**config.mk**
```make
export PLATFORM = sky130hd
export DESIGN_NAME = mux_scan_module_flat
export DESIGN_NICKNAME = d
export VERILOG_FILES = /design/src/rtl/mux_scan_if.sv /design/src/rtl/mux_scan_module.sv /design/src/flat_wrapper.sv
export SDC_FILE = /design/constraint.sdc
export NUM_CORES = 1
export LEC_CHECK = 0
export ABC_AREA = 1
export CAP_MARGIN = 20
export CORE_ASPECT_RATIO = 1.2
export CORE_MARGIN = 1
export CORE_UTILIZATION = 45
export DETAILED_ROUTE_END_ITERATION = 6
export PLACE_DENSITY = 0.79
export SETUP_SLACK_MARGIN = 0.05
export SYNTH_ARGS = -nofsm -noshare
export SYNTH_HDL_FRONTEND = slang
export SYNTH_SLANG_ARGS = --single-unit
```
**constraint.sdc**
```tcl
create_clock -name CLK -period 2.88 [get_ports CLK]
set_input_delay 0.576 -clock CLK [delete_from_list [all_inputs] [get_ports CLK]]
set_output_delay 0.576 -clock CLK [all_outputs]
set_load 0.02 [all_outputs]
```
**src/rtl/mux_scan_if.sv**
```systemverilog
// Bus bundle for mux_scan_module: control, selects, mask and flattened channel data in; selected sample out.
interface mux_scan_if #(
  parameter int WIDTH = 8,
  parameter int CH    = 8,
  parameter int SEL_W = 3
);
  logic                  CSn;
  logic                  MODE;
  logic [SEL_W-1:0]      A;
  logic [CH-1:0]         MASK;
  logic [CH*WIDTH-1:0]   D;
  logic [WIDTH-1:0]      Y;
  logic [SEL_W-1:0]      CH_ID;
  logic                  VALID;

  modport master (output CSn, MODE, A, MASK, D, input Y, CH_ID, VALID);
  modport slave  (input CSn, MODE, A, MASK, D, output Y, CH_ID, VALID);
endinterface

```
**src/rtl/mux_scan_module.sv**
```systemverilog
// Registered N-channel selector with manual select and masked auto-scan with programmable dwell.
// Optional MUX_SCAN_HOLD_LAST_EN: Y holds its last value in IDLE and on masked/out-of-range manual selects.
module mux_scan_module #(
  parameter int WIDTH = 8,
  parameter int CH    = 8,
  parameter int SEL_W = 3,
  parameter int DWELL = 4
) (
  input  logic        CLK,
  input  logic        RSTn,
  mux_scan_if.slave   bus
);

  localparam int CNT_W = (DWELL > 1) ? $clog2(DWELL) : 1;
  localparam logic [CNT_W-1:0] CNT_LAST = CNT_W'(DWELL - 1);

  typedef enum logic [1:0] {IDLE, MANUAL, SCAN} state_t;

  state_t           state_q, state_nx;
  logic [SEL_W-1:0] ptr_q, ptr_nx;
  logic [CNT_W-1:0] cnt_q, cnt_nx;
  logic [WIDTH-1:0] y_q, y_nx, y_off;
  logic [SEL_W-1:0] ch_id_q, ch_id_nx;
  logic             valid_q, valid_nx;
  logic [SEL_W-1:0] sel;
  logic             adv;
  logic             man_ok;

  // First enabled channel circularly from p: inclusive of p when incl=1, strictly after p otherwise.
  // Scanning offsets from far to near leaves the nearest enabled channel as the result.
  function automatic logic [SEL_W-1:0] find_en(input logic [CH-1:0] m,
                                               input logic [SEL_W-1:0] p,
                                               input logic incl);
    logic [SEL_W-1:0] r;
    int idx;
    r = p;
    for (int k = CH; k >= 1; k--) begin
      idx = (int'(p) + k - int'(incl)) % CH;
      if (m[idx]) r = SEL_W'(idx);
    end
    return r;
  endfunction

  function automatic logic [WIDTH-1:0] pick(input logic [CH*WIDTH-1:0] d,
                                            input logic [SEL_W-1:0] s);
    logic [WIDTH-1:0] r;
    r = '0;
    for (int i = 0; i < CH; i++)
      if (s == SEL_W'(i)) r = d[i*WIDTH +: WIDTH];
    return r;
  endfunction

  // Out-of-range indices read as disabled.
  function automatic logic mask_at(input logic [CH-1:0] m, input logic [SEL_W-1:0] s);
    logic r;
    r = 1'b0;
    for (int i = 0; i < CH; i++)
      if (s == SEL_W'(i)) r = m[i];
    return r;
  endfunction

`ifdef MUX_SCAN_HOLD_LAST_EN
  assign y_off = y_q;
`else
  assign y_off = '0;
`endif

  assign man_ok = mask_at(bus.MASK, bus.A);

  always_ff @(posedge CLK or negedge RSTn) begin
    if (!RSTn) begin
      state_q <= IDLE;
      ptr_q   <= '0;
      cnt_q   <= '0;
      y_q     <= '0;
      ch_id_q <= '0;
      valid_q <= 1'b0;
    end else begin
      state_q <= state_nx;
      ptr_q   <= ptr_nx;
      cnt_q   <= cnt_nx;
      y_q     <= y_nx;
      ch_id_q <= ch_id_nx;
      valid_q <= valid_nx;
    end
  end

  always_comb begin
    state_nx = state_q;
    ptr_nx   = ptr_q;
    cnt_nx   = cnt_q;
    y_nx     = y_q;
    ch_id_nx = ch_id_q;
    valid_nx = 1'b0;
    sel      = ptr_q;
    adv      = 1'b0;
    if (bus.CSn) begin
      state_nx = IDLE;
      cnt_nx   = '0;
      y_nx     = y_off;
    end else if (!bus.MODE) begin
      state_nx = MANUAL;
      cnt_nx   = '0;
      ch_id_nx = bus.A;
      if (man_ok) begin
        y_nx     = pick(bus.D, bus.A);
        valid_nx = (state_q != MANUAL) || (bus.A != ch_id_q);
      end else begin
        y_nx     = y_off;
      end
    end else begin
      state_nx = SCAN;
      if (bus.MASK == '0) begin
        y_nx     = '0;
        ch_id_nx = ptr_q;
      end else begin
        // Entry re-anchors on ptr itself; a dropped channel or expired dwell moves strictly past it.
        if (state_q != SCAN) begin
          sel = find_en(bus.MASK, ptr_q, 1'b1);
          adv = 1'b1;
        end else if (!mask_at(bus.MASK, ptr_q) || cnt_q == CNT_LAST) begin
          sel = find_en(bus.MASK, ptr_q, 1'b0);
          adv = 1'b1;
        end
        ptr_nx   = sel;
        ch_id_nx = sel;
        y_nx     = pick(bus.D, sel);
        valid_nx = adv;
        cnt_nx   = adv ? '0 : cnt_q + CNT_W'(1);
      end
    end
  end

  assign bus.Y     = y_q;
  assign bus.CH_ID = ch_id_q;
  assign bus.VALID = valid_q;

endmodule

```
**src/flat_wrapper.sv**
```systemverilog
// flat-port wrapper written by rule: the top's interface ports become plain ports
module mux_scan_module_flat 
#(
  parameter int WIDTH = 8,
  parameter int CH    = 8,
  parameter int SEL_W = 3,
  parameter int DWELL = 4
)
  (CLK, RSTn, bus_CSn, bus_MODE, bus_A, bus_MASK, bus_D, bus_Y, bus_CH_ID, bus_VALID);
  mux_scan_if #(.WIDTH(WIDTH), .CH(CH), .SEL_W(SEL_W)) bus_i ();
  input  logic CLK;
  input  logic RSTn;
  input wire logic [$bits(bus_i.CSn)-1:0] bus_CSn;
  input wire logic [$bits(bus_i.MODE)-1:0] bus_MODE;
  input wire logic [$bits(bus_i.A)-1:0] bus_A;
  input wire logic [$bits(bus_i.MASK)-1:0] bus_MASK;
  input wire logic [$bits(bus_i.D)-1:0] bus_D;
  output wire logic [$bits(bus_i.Y)-1:0] bus_Y;
  output wire logic [$bits(bus_i.CH_ID)-1:0] bus_CH_ID;
  output wire logic [$bits(bus_i.VALID)-1:0] bus_VALID;
  assign bus_i.CSn = bus_CSn;
  assign bus_i.MODE = bus_MODE;
  assign bus_i.A = bus_A;
  assign bus_i.MASK = bus_MASK;
  assign bus_i.D = bus_D;
  assign bus_Y = bus_i.Y;
  assign bus_CH_ID = bus_i.CH_ID;
  assign bus_VALID = bus_i.VALID;
  mux_scan_module #(.WIDTH(WIDTH), .CH(CH), .SEL_W(SEL_W), .DWELL(DWELL)) u_core (.CLK(CLK), .RSTn(RSTn), .bus(bus_i));
endmodule
```
==> Word level (Yosys, flattened, before mapping) <==
Index checks and enable logic that the tools add are counted.
{ "classes": {"n_addsub": 17, "order_cmp": 16, "n_eq_ne": 26, "mux": 126, "n_bitwise": 17, "n_reduce_logical": 24} }
{ "op_table": {"columns": ["operator", "n"], "rows": [
  ["$sub A32 B2 Y32 const B", 8],
  ["$mux W8", 20],
  ["$lt A4 B5 Y1 const B", 16],
  ["$mux W3", 23],
  ["$mux W1", 61],
  ["$bmux W1 S3", 16],
  ["$reduce_or A3 Y1", 16],
  ["$eq A3 B3 Y1 const B", 12],
  ["$eq A3 B2 Y1 const B", 6],
  ["$add A3 B3 Y4 const B", 4],
  ["$mux W2", 6],
  ["$eq A3 B1 Y1 const B", 3],
  ["$logic_not A3 Y1", 3],
  ["$add A3 B2 Y4 const B", 2],
  ["$and A1 B1 Y1", 8],
  ["$and A1 B1 Y1 const A", 8],
  ["$logic_not A8 Y1", 1],
  ["$add A3 B4 Y5 const B", 1],
  ["$add A3 B1 Y4 const B", 1],
  ["$ne A3 B3 Y1", 1],
  ["$ne A3 B3 Y1 const B", 1],
  ["$add A2 B1 Y2 const B", 1],
  ["$eq A2 B2 Y1 const B", 1],
  ["$logic_or A1 B1 Y1", 2],
  ["other kinds (5)", 5]
]} }
{ "totals": {"register_bits": 19, "in_bits": 79, "out_inout_bits": 12} }

==> Depth between registers and ports, before layout <==
{ "logic_depth": {"depth_word": 32, "mapped_depth": 30, "ltp_nobuf": 29} }

==> Worst setup path before layout <==
Ideal clock, no wire load.
{ "synth_path": {"path_kind": "register to register", "start": "register u_core.ptr_q[0]", "end": "register u_core.y_q[0], in the netlist u_core.bus.Y[0]", "setup_ns": 0.122, "t_arrival_ns": 2.775, "required_ns": 2.758, "path_slack_ns": -0.018, "path_stages_with_launch": 28, "cell_sequence": "dfrtp_1 inv_2 buf_6 ha_1 inv_2 nand2_1 nand2_1 nand2_1 nand2_1 nand2_1 nand2_1 clkinv_1 nand2_1 nand2_1 nand2_1 nand2_1 nand2_1 nand2_1 nand2_1 nand2_2 nand2_8 nand2_2 nor2_8 inv_2 o21ai_0 inv_1 nand2_1 nand2_1"} }
{ "synth_between": {"elab_chain_cells": 32, "elab_cells_between_ends": 126, "cone_classes": "16 x add/sub; 14 x eq/ne; 92 x mux; 4 x reduce/logical"} }
{ "synth_rtl": {"columns": ["item", "line", "text"], "rows": [
  ["start, declared", "mux_scan_module.sv:20", "logic [SEL_W-1:0] ptr_q, ptr_nx;"],
  ["start signal, assigned", "mux_scan_module.sv:80", "ptr_q <= ptr_nx;"],
  ["parallel branches: the longest is 16 deep, another holds $sub A32 B2 Y32", null, null],
  ["$mux W3 (*)", "mux_scan_module.sv:118", "if (state_q != SCAN) begin"],
  ["$mux W3 (*)", "mux_scan_module.sv:113", "if (bus.MASK == '0) begin"],
  ["$mux W3 (*)", "mux_scan_module.sv:101", "end else if (!bus.MODE) begin"],
  ["$mux W3 (*)", "mux_scan_module.sv:97", "if (bus.CSn) begin"],
  ["$logic_not A3 Y1", "mux_scan_module.sv:49", "if (s == SEL_W'(i)) r = d[i*WIDTH +: WIDTH];"],
  ["$mux W8 (7 in a row)", "mux_scan_module.sv:49", null],
  ["$mux W8 (*)", "mux_scan_module.sv:49", null],
  ["$mux W8 (*)", "mux_scan_module.sv:113", null],
  ["$mux W8 (*)", "mux_scan_module.sv:101", null],
  ["$mux W8 (*)", "mux_scan_module.sv:97", null],
  ["net u_core.y_nx[0]", "mux_scan_module.sv:22", "logic [WIDTH-1:0] y_q, y_nx, y_off;"],
  ["end signal, assigned", "mux_scan_module.sv:82", "y_q <= y_nx;"],
  ["end, declared", "mux_scan_module.sv:22", null]
]} }
Mark *: on every way through the listed nets, which the timed path passes. The select of a mux whose other input is x is not followed.
A chain may end at the register's enable or synchronous reset.

==> Worst setup path after layout <==
{ "layout_path": {"start": "register u_core.ptr_q[0]", "end": "register u_core.y_q[2], in the netlist u_core.bus.Y[2]"} }
The elaborated chain is that of the path after synthesis.

==> summary.md <==
| Metric | Value |
|---|---|
| Crit Path Class | `reg2reg` |
| Drt pass-1 iters | `5` |
| Crit path DAT | `3.29 ns` |
| Clock Tree Root | `clkbuf_8` |
| Fin crit period | `3.16 ns` |
| Die height | `95.2 microns` |
| Worst-case clock buffer depth | `2` |
| Sequential share of the synthesized area | `14.6%` |
| Nets | `838` |
| Worst Path Max Fanout | `10` |
| Fin crit share | `110%` |
| Initial antenna violation count | `0` |
| Setup ws final | `-0.279 ns` |
| Number of top-level pins | `91` |
| CP max stage delay | `0.40 ns` |
| CTS clk-pin slew, worst paths | `0.07 ns` |
| Core area | `6940 sq um` |
| Row Count | `33` |
| Residual DRC | `0` |
| Post-synthesis instance total | `581` |
| Met1 usage | `40.2%` |
| Layer with the highest usage | `met2` |
| Top post-synthesis cells by area | `nand2_1, dfrtp_1, nand3_1, inv_1, a21oi_1` |
| CP Capture Type | `flop` |
| Setup crit start kind | `flop` |
| Htree depth | `1` |
| Hold depth | `1` |
| Gpl congestion | `1.00` |
| P&R area growth vs syn | `61.8%` |
| Most used cell, CP | `nand2_1` |
| Max-cap viol count | `0` |
| Slew HR | `45.5%` |
| Area leader, netlist | `nand2_1` |
| Share of cells above drive strength 1 | `25.0%` |
| Distinct cells, synth | `44` |
| Final wirelength | `14900 microns` |
| Synth top cells by count | `nand2_1, nand3_1, inv_1, a21oi_1, nor2_1` |
| Tightest Hold Check Type | `reg2reg` |
| Final Slew Violations | `0` |
| RSZ-0062 raised after global routing | `yes` |
| Number of buffers inserted by port buffering | `90` |
| R2R depth | `27` |
| Worst-Skew Late Latency | `0.25 ns` |
| Most numerous cell in the Yosys netlist | `nand2_1` |
| Worst Hold Path EP | `u_core.cnt_q[1]$_DFFE_PN0P_` |
| Chip width | `79.7 microns` |
| Tot GR Track Use | `40.4%` |
| Mean Syn Cell Area | `5.61 sq um` |
| WL per Instance | `17.9 microns` |
| Number of synthesized register bits | `19` |
| FFs w/ async S/R, synth | `100%` |
| Fillers | `549` |
| CTS Sinks | `19` |
| Worst-margin pin slew | `0.814 ns` |
| Synth warn | `0` |
| CP max stage cell | `dfrtp_1` |
| Post-DP HPWL | `11500 microns` |
| Status | `finished with violations` |
| Final ANT Viol Nets | `0` |
| Post-Syn Area | `3260 sq um` |
| Clock Skews | `0.00332 ns` |
| Violations in the final reports | `setup timing` |
| FMAX | `317 MHz` |
| Largest net degree at the start of global routing | `20` |
| Top-area cell type share of the netlist area | `24.0%` |
| FF-to-FF setup slack | `-0.28 ns` |
| EDFF count, synth | `0` |
| Final setup violation count | `8` |
| First-pass GRT wire length | `23300 microns` |
| Top_reg_cell synth | `dfrtp_1` |
| FF-to-FF End | `u_core.bus.Y[2]$_DFF_PN0_` |
| Worst EP required | `3.02 ns` |
| Fin. Hold Viols | `0` |
| Die area | `7590 sq um` |
| Iteration-0 DRC Markers | `416` |
| Initial Util | `47.0%` |
| Drt via density | `5.86` |
| M2 GR Usage | `73.0%` |
| CTS tree | `done` |
| Vias | `4896` |
| ANT cells | `0` |
| GR Util met3 | `7.75%` |
| Syn Nets | `670` |
| Hold wc startpoint | `u_core.cnt_q[1]$_DFFE_PN0P_` |
| TritonCTS Buffers | `3` |
| Core Util, Final | `76.0%` |
| Number of global-route vias before repair | `4910` |
| Gr ovfl total | `0` |
| R2r startpoint | `u_core.ptr_q[0]$_DFFE_PN0P_` |
-- area by class of cell --
cell class	instances	area, sq um	area share, %
clock buffer	4	45.0	0.854
inverter	77	307	5.82
multi-input combinational	474	2730	51.8
sequential	19	475	9.02
tap	87	109	2.07
timing repair buffer	174	1610	30.5
-- worst max-delay path: cells and delay by family, from the launching register on --
kind                       cells  cell delay [ns]
buffers and inverters          4             0.41
and+or+nand+nor               22             1.84
adders and majority gates      1             0.38
DFF                            1             0.40
-- timing repair --
item                       in CTS  in global routing
gates cloned                    2                  0
gates resized for setup        49                 41
setup buffers                   6                  5
setup endpoints to repair       9                 14
hold buffers                    0                  0
pin swaps                      30                 18
-- cell families after synthesis --
| logic type | synth area share, % |
|---|---|
| fa+ha+maj | 3.84 |
| flops | 14.6 |
| simple gates | 51.3 |
| compound gates | 18.5 |
| xor+xnor | 0.269 |
| buf+inv | 11.4 |
-- flip-flops by register name, indices dropped and copies added, names as in the netlist --
register          flops
u_core.bus.VALID      1
u_core.state_q        2
u_core.bus.Y          8
u_core.ptr_q          3
u_core.cnt_q          2
u_core.bus.CH_ID      3
-- metal layers --
metal / up-vias / wire length [microns]
li1: 2268 / -
met1: 2189 / 5080
met2: 332 / 7530
met3: 107 / 1040
met4: 0 / 1290
met5: - / 0
-- worst max path at each step --
stage                                 to  depth (start not counted)  slack (ns)                   startpoint
2_1_floorplan  u_core.bus.Y[5]$_DFF_PN0_                         20        0.08  u_core.ptr_q[0]$_DFFE_PN0P_
3_3_place_gp   u_core.bus.Y[3]$_DFF_PN0_                         24       -0.54                  bus_MASK[5]
3_5_place_dp   u_core.bus.Y[3]$_DFF_PN0_                         24       -0.54                  bus_MASK[5]
4_1_cts        u_core.bus.Y[3]$_DFF_PN0_                         27       -0.12  u_core.ptr_q[0]$_DFFE_PN0P_
5_1_grt        u_core.bus.Y[6]$_DFF_PN0_                         27       -0.51  u_core.ptr_q[0]$_DFFE_PN0P_
6_report       u_core.bus.Y[2]$_DFF_PN0_                         27       -0.28  u_core.ptr_q[0]$_DFFE_PN0P_
-- layout by cell type, fill, tap and decap left out, types with 4 or more instances in the layout --
cell               n
inv_2             11
o2111ai_1         11
nand2_1          186
inv_1             59
nor2_4             5
nand2_4           15
clkdlybuf4s50_1   85
nand4_1           13
nor2_2             7
o21a_1             5
buf_6              4
nand2_2           25
nor3_1             6
buf_4             76
nor2_1            29
dfrtp_1           19
ha_1               7
o21ai_0           15
a21oi_1           34
dlygate4sd2_1      5
o21ai_1            9
nand3_1           55
nand3_2           13
nand3_4            4
-- per-stage QoR --
stage	setup TNS (ns)	setup WS (ns)	instances	hold WS (ns)	area, sq um
after floorplan	0	0.0833	581	0.280	3280
after detailed placement	-4.27	-0.542	818	0.510	4750
after global routing	-3.32	-0.511	835	0.553	5270
final	-1.79	-0.279	835	0.532	5270
after global placement	-4.21	-0.542	818	0.479	4750
after CTS	-0.795	-0.122	830	0.524	5060
Power is not shown: default switching activity piles up to over one toggle a cycle in this logic, so the estimate is an artifact.
